==> src/rtl/uart_rx_core.sv <==
// uart_rx_core: oversampled UART receiver.
//   Two-flop input synchroniser, three-sample history with majority voting at
//   mid-bit, start-glitch rejection, optional parity, 1 or 2 stop bits, break
//   detection, and a valid/ready output port that holds the word until taken.
// Ports:
//   clk_div    in   oversample clock (OVERSAMPLE cycles per bit), rising edge
//   rst        in   asynchronous active-high reset
//   rx         in   raw serial line, idle high, asynchronous to clk_div
//   rx_data    out  received word, bit0 = first data bit on the line
//   rx_valid   out  rx_data/parity_err/frame_err valid; held until rx_ready
//   rx_ready   in   consumer takes the word when rx_valid & rx_ready
//   parity_err out  parity mismatch for rx_data (always 0 without parity)
//   frame_err  out  a stop bit of the frame in rx_data was sampled 0
//   overrun    out  1-cycle pulse: a frame completed while the old word was unread
//   break_det  out  1-cycle pulse: data, parity and first stop all sampled 0
//   busy       out  receiver FSM is not idle
module uart_rx_core #(
  parameter int unsigned OVERSAMPLE  = 16,
  parameter int unsigned DATA_BITS   = 8,
  parameter int unsigned PARITY_MODE = 2,
  parameter int unsigned STOP_BITS   = 1
) (
  input  logic                 clk_div,
  input  logic                 rst,
  input  logic                 rx,
  output logic [DATA_BITS-1:0] rx_data,
  output logic                 rx_valid,
  input  logic                 rx_ready,
  output logic                 parity_err,
  output logic                 frame_err,
  output logic                 overrun,
  output logic                 break_det,
  output logic                 busy
);

  localparam int unsigned CNT_W = $clog2(OVERSAMPLE);
  localparam int unsigned IDX_W = $clog2(DATA_BITS);

  localparam logic [CNT_W-1:0] CNT_MID  = CNT_W'(OVERSAMPLE / 2);
  localparam logic [CNT_W-1:0] CNT_LAST = CNT_W'(OVERSAMPLE - 1);
  localparam logic [IDX_W-1:0] IDX_LAST = IDX_W'(DATA_BITS - 1);
  localparam logic             STOP_LAST = 1'(STOP_BITS - 1);
  localparam logic             ODD_PAR   = (PARITY_MODE == 1);
  localparam logic             HAS_PAR   = (PARITY_MODE != 0);

  typedef enum logic [2:0] {
    ST_IDLE,
    ST_START,
    ST_DATA,
    ST_PARITY,
    ST_STOP,
    ST_DONE,
    ST_BRK_WAIT
  } state_t;

  // Input synchroniser and sample history (r_s0 newest)
  logic r_sync1, r_sync2;
  logic r_s0, r_s1, r_s2;

  // FSM and frame assembly state
  state_t               r_state;
  logic [CNT_W-1:0]     r_cnt;
  logic [IDX_W-1:0]     r_idx;
  logic                 r_stop_idx;
  logic [DATA_BITS-1:0] r_shift;
  logic                 r_perr_f;
  logic                 r_ferr_f;
  logic                 r_brk_f;

  // Registered outputs
  logic [DATA_BITS-1:0] r_data;
  logic                 r_valid;
  logic                 r_perr;
  logic                 r_ferr;
  logic                 r_ovr;
  logic                 r_brk;
  logic                 r_busy;

  logic             w_maj;
  logic             w_mid;
  logic             w_fall;
  logic             w_par_bad;
  logic [CNT_W-1:0] w_cnt_nxt;

  // Majority of the three newest samples, evaluated at the bit centre
  assign w_maj     = (r_s0 & r_s1) | (r_s0 & r_s2) | (r_s1 & r_s2);
  assign w_mid     = (r_cnt == CNT_MID);
  assign w_fall    = r_s1 & ~r_s0;
  assign w_par_bad = (((^r_shift) ^ w_maj) != ODD_PAR);
  assign w_cnt_nxt = (r_cnt == CNT_LAST) ? '0 : r_cnt + CNT_W'(1);

  // Synchroniser and history reset to idle-high so reset never fakes a start edge
  always_ff @(posedge clk_div or posedge rst) begin
    if (rst) begin
      r_sync1 <= 1'b1;
      r_sync2 <= 1'b1;
      r_s0    <= 1'b1;
      r_s1    <= 1'b1;
      r_s2    <= 1'b1;
    end else begin
      r_sync1 <= rx;
      r_sync2 <= r_sync1;
      r_s0    <= r_sync2;
      r_s1    <= r_s0;
      r_s2    <= r_s1;
    end
  end

  // Receiver FSM with output handshake
  always_ff @(posedge clk_div or posedge rst) begin
    if (rst) begin
      r_state    <= ST_IDLE;
      r_cnt      <= '0;
      r_idx      <= '0;
      r_stop_idx <= 1'b0;
      r_shift    <= '0;
      r_perr_f   <= 1'b0;
      r_ferr_f   <= 1'b0;
      r_brk_f    <= 1'b0;
      r_data     <= '0;
      r_valid    <= 1'b0;
      r_perr     <= 1'b0;
      r_ferr     <= 1'b0;
      r_ovr      <= 1'b0;
      r_brk      <= 1'b0;
      r_busy     <= 1'b0;
    end else begin
      r_ovr <= 1'b0;
      r_brk <= 1'b0;

      // Consumer handshake outside DONE; DONE handles it together with loading
      if (r_valid && rx_ready && (r_state != ST_DONE)) begin
        r_valid <= 1'b0;
      end

      case (r_state)
        ST_IDLE: begin
          r_cnt <= '0;
          if (w_fall) begin
            r_state <= ST_START;
            r_busy  <= 1'b1;
          end
        end

        ST_START: begin
          r_cnt <= w_cnt_nxt;
          if (w_mid) begin
            if (w_maj) begin
              // Line back high at mid start bit: treat as glitch
              r_state <= ST_IDLE;
              r_busy  <= 1'b0;
            end else begin
              r_state  <= ST_DATA;
              r_idx    <= '0;
              r_perr_f <= 1'b0;
              r_ferr_f <= 1'b0;
              r_brk_f  <= 1'b1;
            end
          end
        end

        ST_DATA: begin
          r_cnt <= w_cnt_nxt;
          if (w_mid) begin
            r_shift <= {w_maj, r_shift[DATA_BITS-1:1]};
            r_brk_f <= r_brk_f & ~w_maj;
            if (r_idx == IDX_LAST) begin
              r_state    <= HAS_PAR ? ST_PARITY : ST_STOP;
              r_stop_idx <= 1'b0;
            end else begin
              r_idx <= r_idx + IDX_W'(1);
            end
          end
        end

        ST_PARITY: begin
          r_cnt <= w_cnt_nxt;
          if (w_mid) begin
            r_perr_f   <= w_par_bad;
            r_brk_f    <= r_brk_f & ~w_maj;
            r_state    <= ST_STOP;
            r_stop_idx <= 1'b0;
          end
        end

        ST_STOP: begin
          r_cnt <= w_cnt_nxt;
          if (w_mid) begin
            if (!w_maj) begin
              r_ferr_f <= 1'b1;
            end
            // Only the first stop bit takes part in break detection
            if (r_stop_idx == 1'b0) begin
              r_brk_f <= r_brk_f & ~w_maj;
            end
            if (r_stop_idx == STOP_LAST) begin
              r_state <= ST_DONE;
            end else begin
              r_stop_idx <= r_stop_idx + 1'b1;
            end
          end
        end

        ST_DONE: begin
          r_cnt <= '0;
          if (!r_valid || rx_ready) begin
            r_data  <= r_shift;
            r_perr  <= r_perr_f;
            r_ferr  <= r_ferr_f;
            r_valid <= 1'b1;
          end else begin
            r_ovr <= 1'b1;
          end
          if (r_brk_f) begin
            r_state <= ST_BRK_WAIT;
            r_brk   <= 1'b1;
          end else begin
            // Straight to IDLE so a start edge right after the stop bit is seen
            r_state <= ST_IDLE;
            r_busy  <= 1'b0;
          end
        end

        ST_BRK_WAIT: begin
          // Need one full bit period of continuous high before re-arming
          if (!r_s0) begin
            r_cnt <= '0;
          end else if (r_cnt == CNT_LAST) begin
            r_cnt   <= '0;
            r_state <= ST_IDLE;
            r_busy  <= 1'b0;
          end else begin
            r_cnt <= r_cnt + CNT_W'(1);
          end
        end

        default: begin
          r_state <= ST_IDLE;
          r_busy  <= 1'b0;
        end
      endcase
    end
  end

  assign rx_data    = r_data;
  assign rx_valid   = r_valid;
  assign parity_err = r_perr;
  assign frame_err  = r_ferr;
  assign overrun    = r_ovr;
  assign break_det  = r_brk;
  assign busy       = r_busy;

endmodule
==> config.mk <==
export PLATFORM = sky130hd
export DESIGN_NAME = uart_rx_core
export DESIGN_NICKNAME = d
export VERILOG_FILES = /design/src/rtl/uart_rx_core.sv
export SDC_FILE = /design/constraint.sdc
export NUM_CORES = 1
export LEC_CHECK = 0
export BUFFER_PORTS_ARGS = -buffer_cell sky130_fd_sc_hd__clkbuf_2
export CORE_ASPECT_RATIO = 0.75
export CORE_MARGIN = 2
export CORE_UTILIZATION = 30
export CTS_CLUSTER_SIZE = 28
export DETAILED_ROUTE_END_ITERATION = 10
export GPL_TIMING_DRIVEN = 0
export PLACE_DENSITY_LB_ADDON = 0.05
export SLEW_MARGIN = 20
export SYNTH_ARGS = -nofsm -noshare
export SYNTH_HDL_FRONTEND = slang
export SYNTH_SLANG_ARGS = --single-unit
==> constraint.sdc <==
create_clock -name clk_div -period 4.3 [get_ports clk_div]
set_input_delay 0.86 -clock clk_div [delete_from_list [all_inputs] [get_ports clk_div]]
set_output_delay 0.86 -clock clk_div [all_outputs]
set_load 0.02 [all_outputs]
==> impl_metrics.json <==
{
  "rows": 24,
  "insertion_delay_ps": 280,
  "cp-start-kind": "flop",
  "ant_nets": 0,
  "placedCellCount": 261,
  "synth-edff-count": 0,
  "routed_via_density": 4.70,
  "hold_viol": 0,
  "setup_tns_ps": 0,
  "power_density_mw_per_mm2": 526,
  "synthArstFlopShare_pct": 100,
  "dp_hpwl_um": 2680,
  "required_ps": 4470,
  "core_area_mm2": 0.00592,
  "die_w_um": 95.2,
  "layout_commonest_cell": "dfrtp_1",
  "stdcell_count": 269,
  "n_antenna_cell": 0,
  "fillers": 583,
  "drive_gt1_share_pct": 29.8,
  "min_path_type": "flop to flop",
  "avgSynthCellArea_um2": 11.3,
  "cts_hold_buf": 0,
  "grt_usage_pct": 11.4,
  "critPathCaptureType": "flop",
  "finalCritPeriodShare_pct": 44.8,
  "gp_routability_congestion": 0.838,
  "grt_pass1_wl_um": 5960,
  "ys_types": 39,
  "slew_headroom_pct": 61.7,
  "synthesis.nets": 173,
  "period_minus_slack_ps": 1930,
  "layout_common_cells": "35 x dfrtp_1, 20 x mux2_2, 17 x clkbuf_2",
  "wl_um": 3620,
  "crit_path_max_fanout": 4,
  "drt_iter0_drc": 95,
  "antenna_found_initial": 0,
  "gr-total-overflow": 0,
  "grt_pass1_vias": 1194,
  "slew_violations": 0,
  "yosysWarnings": 0,
  "drt_first_pass_iters": 4,
  "cts-root-buf": "clkbuf_8",
  "ys_seq_area_share_pct": 53.8,
  "grt_max_degree": 25,
  "status": "completed",
  "maxCapViolations": 0,
  "synthesis.area_mm2": 0.00187,
  "die_h_um": 72.4,
  "cts_sinks": 40,
  "timing_worst_setup_path_type": "flop to flop",
  "ir_worst_vdd_mv": 0.148,
  "area_growth_syn_to_layout_pct": 17.9,
  "setup_viol": 0,
  "syn_inst": 165,
  "cts_setup_buffers": 0,
  "cts_tree": "built",
  "finalNetCount": 198,
  "post_drt_wl_per_cell_um": 13.4,
  "cts-htree-levels": 2,
  "synthFlopType": "dfrtp_1",
  "crit_arrival_ps": 2090,
  "finalClockSkew_ps": 10.0,
  "io_pins": 18,
  "clk_transition_reported_paths_ps": 80,
  "post_cts_resized": 0,
  "clock_path_buffers": 2,
  "start_util_pct": 31.6,
  "leakagePower_uw": 0.00105,
  "cts_made_buffers": 5,
  "rsz0062_at_grt": "no",
  "vias": 1263,
  "die_area_mm2": 0.00689,
  "synth_seq_cells": 40,
  "fmax_mhz": 519,
  "drc": 0,
  "io_buffer_count": 17,
  "worst_slew_pin_slew_ps": 568
}
sequential cells by signal (all words and copies together), names as in the netlist, 3 cells and up:
register,cells
rx_data,8
r_idx,3
r_cnt,4
r_state,3
r_shift,8
per-layer routing:
metal	wire length, um	vias up	GRT usage, %
met5	0	-	0
met4	18	0	3.38
met3	221	2	3.43
met2	1430	31	15.1
met1	1950	605	17.7
li1	-	625	-
cells in the mapped netlist (2+ instances only):
master	instances	area (um^2)
dfrtp_1	35	876
mux2_2	20	225
nand2_1	12	45.0
nor2_1	12	45.0
o21ai_0	10	50.1
xnor2_1	8	70.1
a21oi_1	6	30.0
dfstp_2	5	131
inv_1	5	18.8
buf_2	4	20.0
ha_1	4	50.1
nand2b_1	4	25.0
nand3_1	4	20.0
nor3_1	4	20.0
a22o_1	3	26.3
and2_1	3	18.8
clkbuf_1	2	7.51
o21a_1	2	15.0
or3_1	2	12.5
final cells by class:
class | instances | area, um^2 | area share, %
Buffer | 8 | 42.5 | 1.93
Clock inverter | 2 | 60.1 | 2.72
Clock buffer | 6 | 72.6 | 3.29
Timing Repair Buffer | 18 | 105 | 4.76
Sequential cell | 40 | 1010 | 45.7
Tap cell | 78 | 97.6 | 4.42
Inverter | 5 | 18.8 | 0.851
Multi-Input combinational cell | 112 | 802 | 36.4
stage by stage:
stage | total power, uW | utilization [%] | hold slack (ps) | worst slack [ps] | instance area [um^2]
6_report | 1160 | 37.3 | 360 | 2370 | 2210
5_1_grt | 1240 | 37.3 | 364 | 2270 | 2210
4_1_cts | 1170 | 37.3 | 362 | 2400 | 2210
3_5_place_dp | 808 | 35.0 | 351 | 2320 | 2070
3_3_place_gp | 797 | 34.7 | 346 | 1970 | 2050
2_1_floorplan | 728 | - | 345 | 2530 | 1870
final timing paths:
path,startpoint,end,slack [ps],cells past startpoint
setup / recovery,r_cnt[0]$_DFFE_PP0P_,r_state[1]$_DFFE_PP0P_,2370,6
hold / removal,r_sync2$_DFF_PP1_,r_s0$_DFF_PP1_,360,0
setup reg to reg,r_cnt[0]$_DFFE_PP0P_,r_state[1]$_DFFE_PP0P_,2370,6
hold reg to reg,r_sync2$_DFF_PP1_,r_s0$_DFF_PP1_,360,0
max in group asynchronous,rst,r_s2$_DFF_PP1_,3230,3
min in group asynchronous,rst,r_shift[6]$_DFFE_PP0P_,530,2
worst max-delay path, cell delays in order, from the launching register on:
cell      delay [ps]
dfrtp_1          370
ha_1             220
nand3_1          130
a222oi_1         330
o21ai_1          190
o31a_1           270
or3_1            300
cell families (layout without fill, tap and decap cells):
| family | Yosys count | in the layout | share of synthesized area, % |
|---|---|---|---|
| buffers and inverters | 13 | 39 | 3.28 |
| xor gates and xnor gates | 8 | 8 | 3.75 |
| and+or+nand+nor | 48 | 48 | 13.0 |
| adders and majority gates | 5 | 5 | 3.21 |
| DFF | 40 | 40 | 53.8 |
| muxes | 21 | 21 | 12.6 |
| AOI/OAI and AO/OA | 30 | 30 | 10.3 |
power breakdown:
| group | switching (uW) | internal, uW |
|---|---|---|
| Clock | 126 | 232 |
| Sequential | 42.0 | 433 |
| Combinational | 187 | 141 |
No activity file was read; power rests on OpenSTA's default activity.
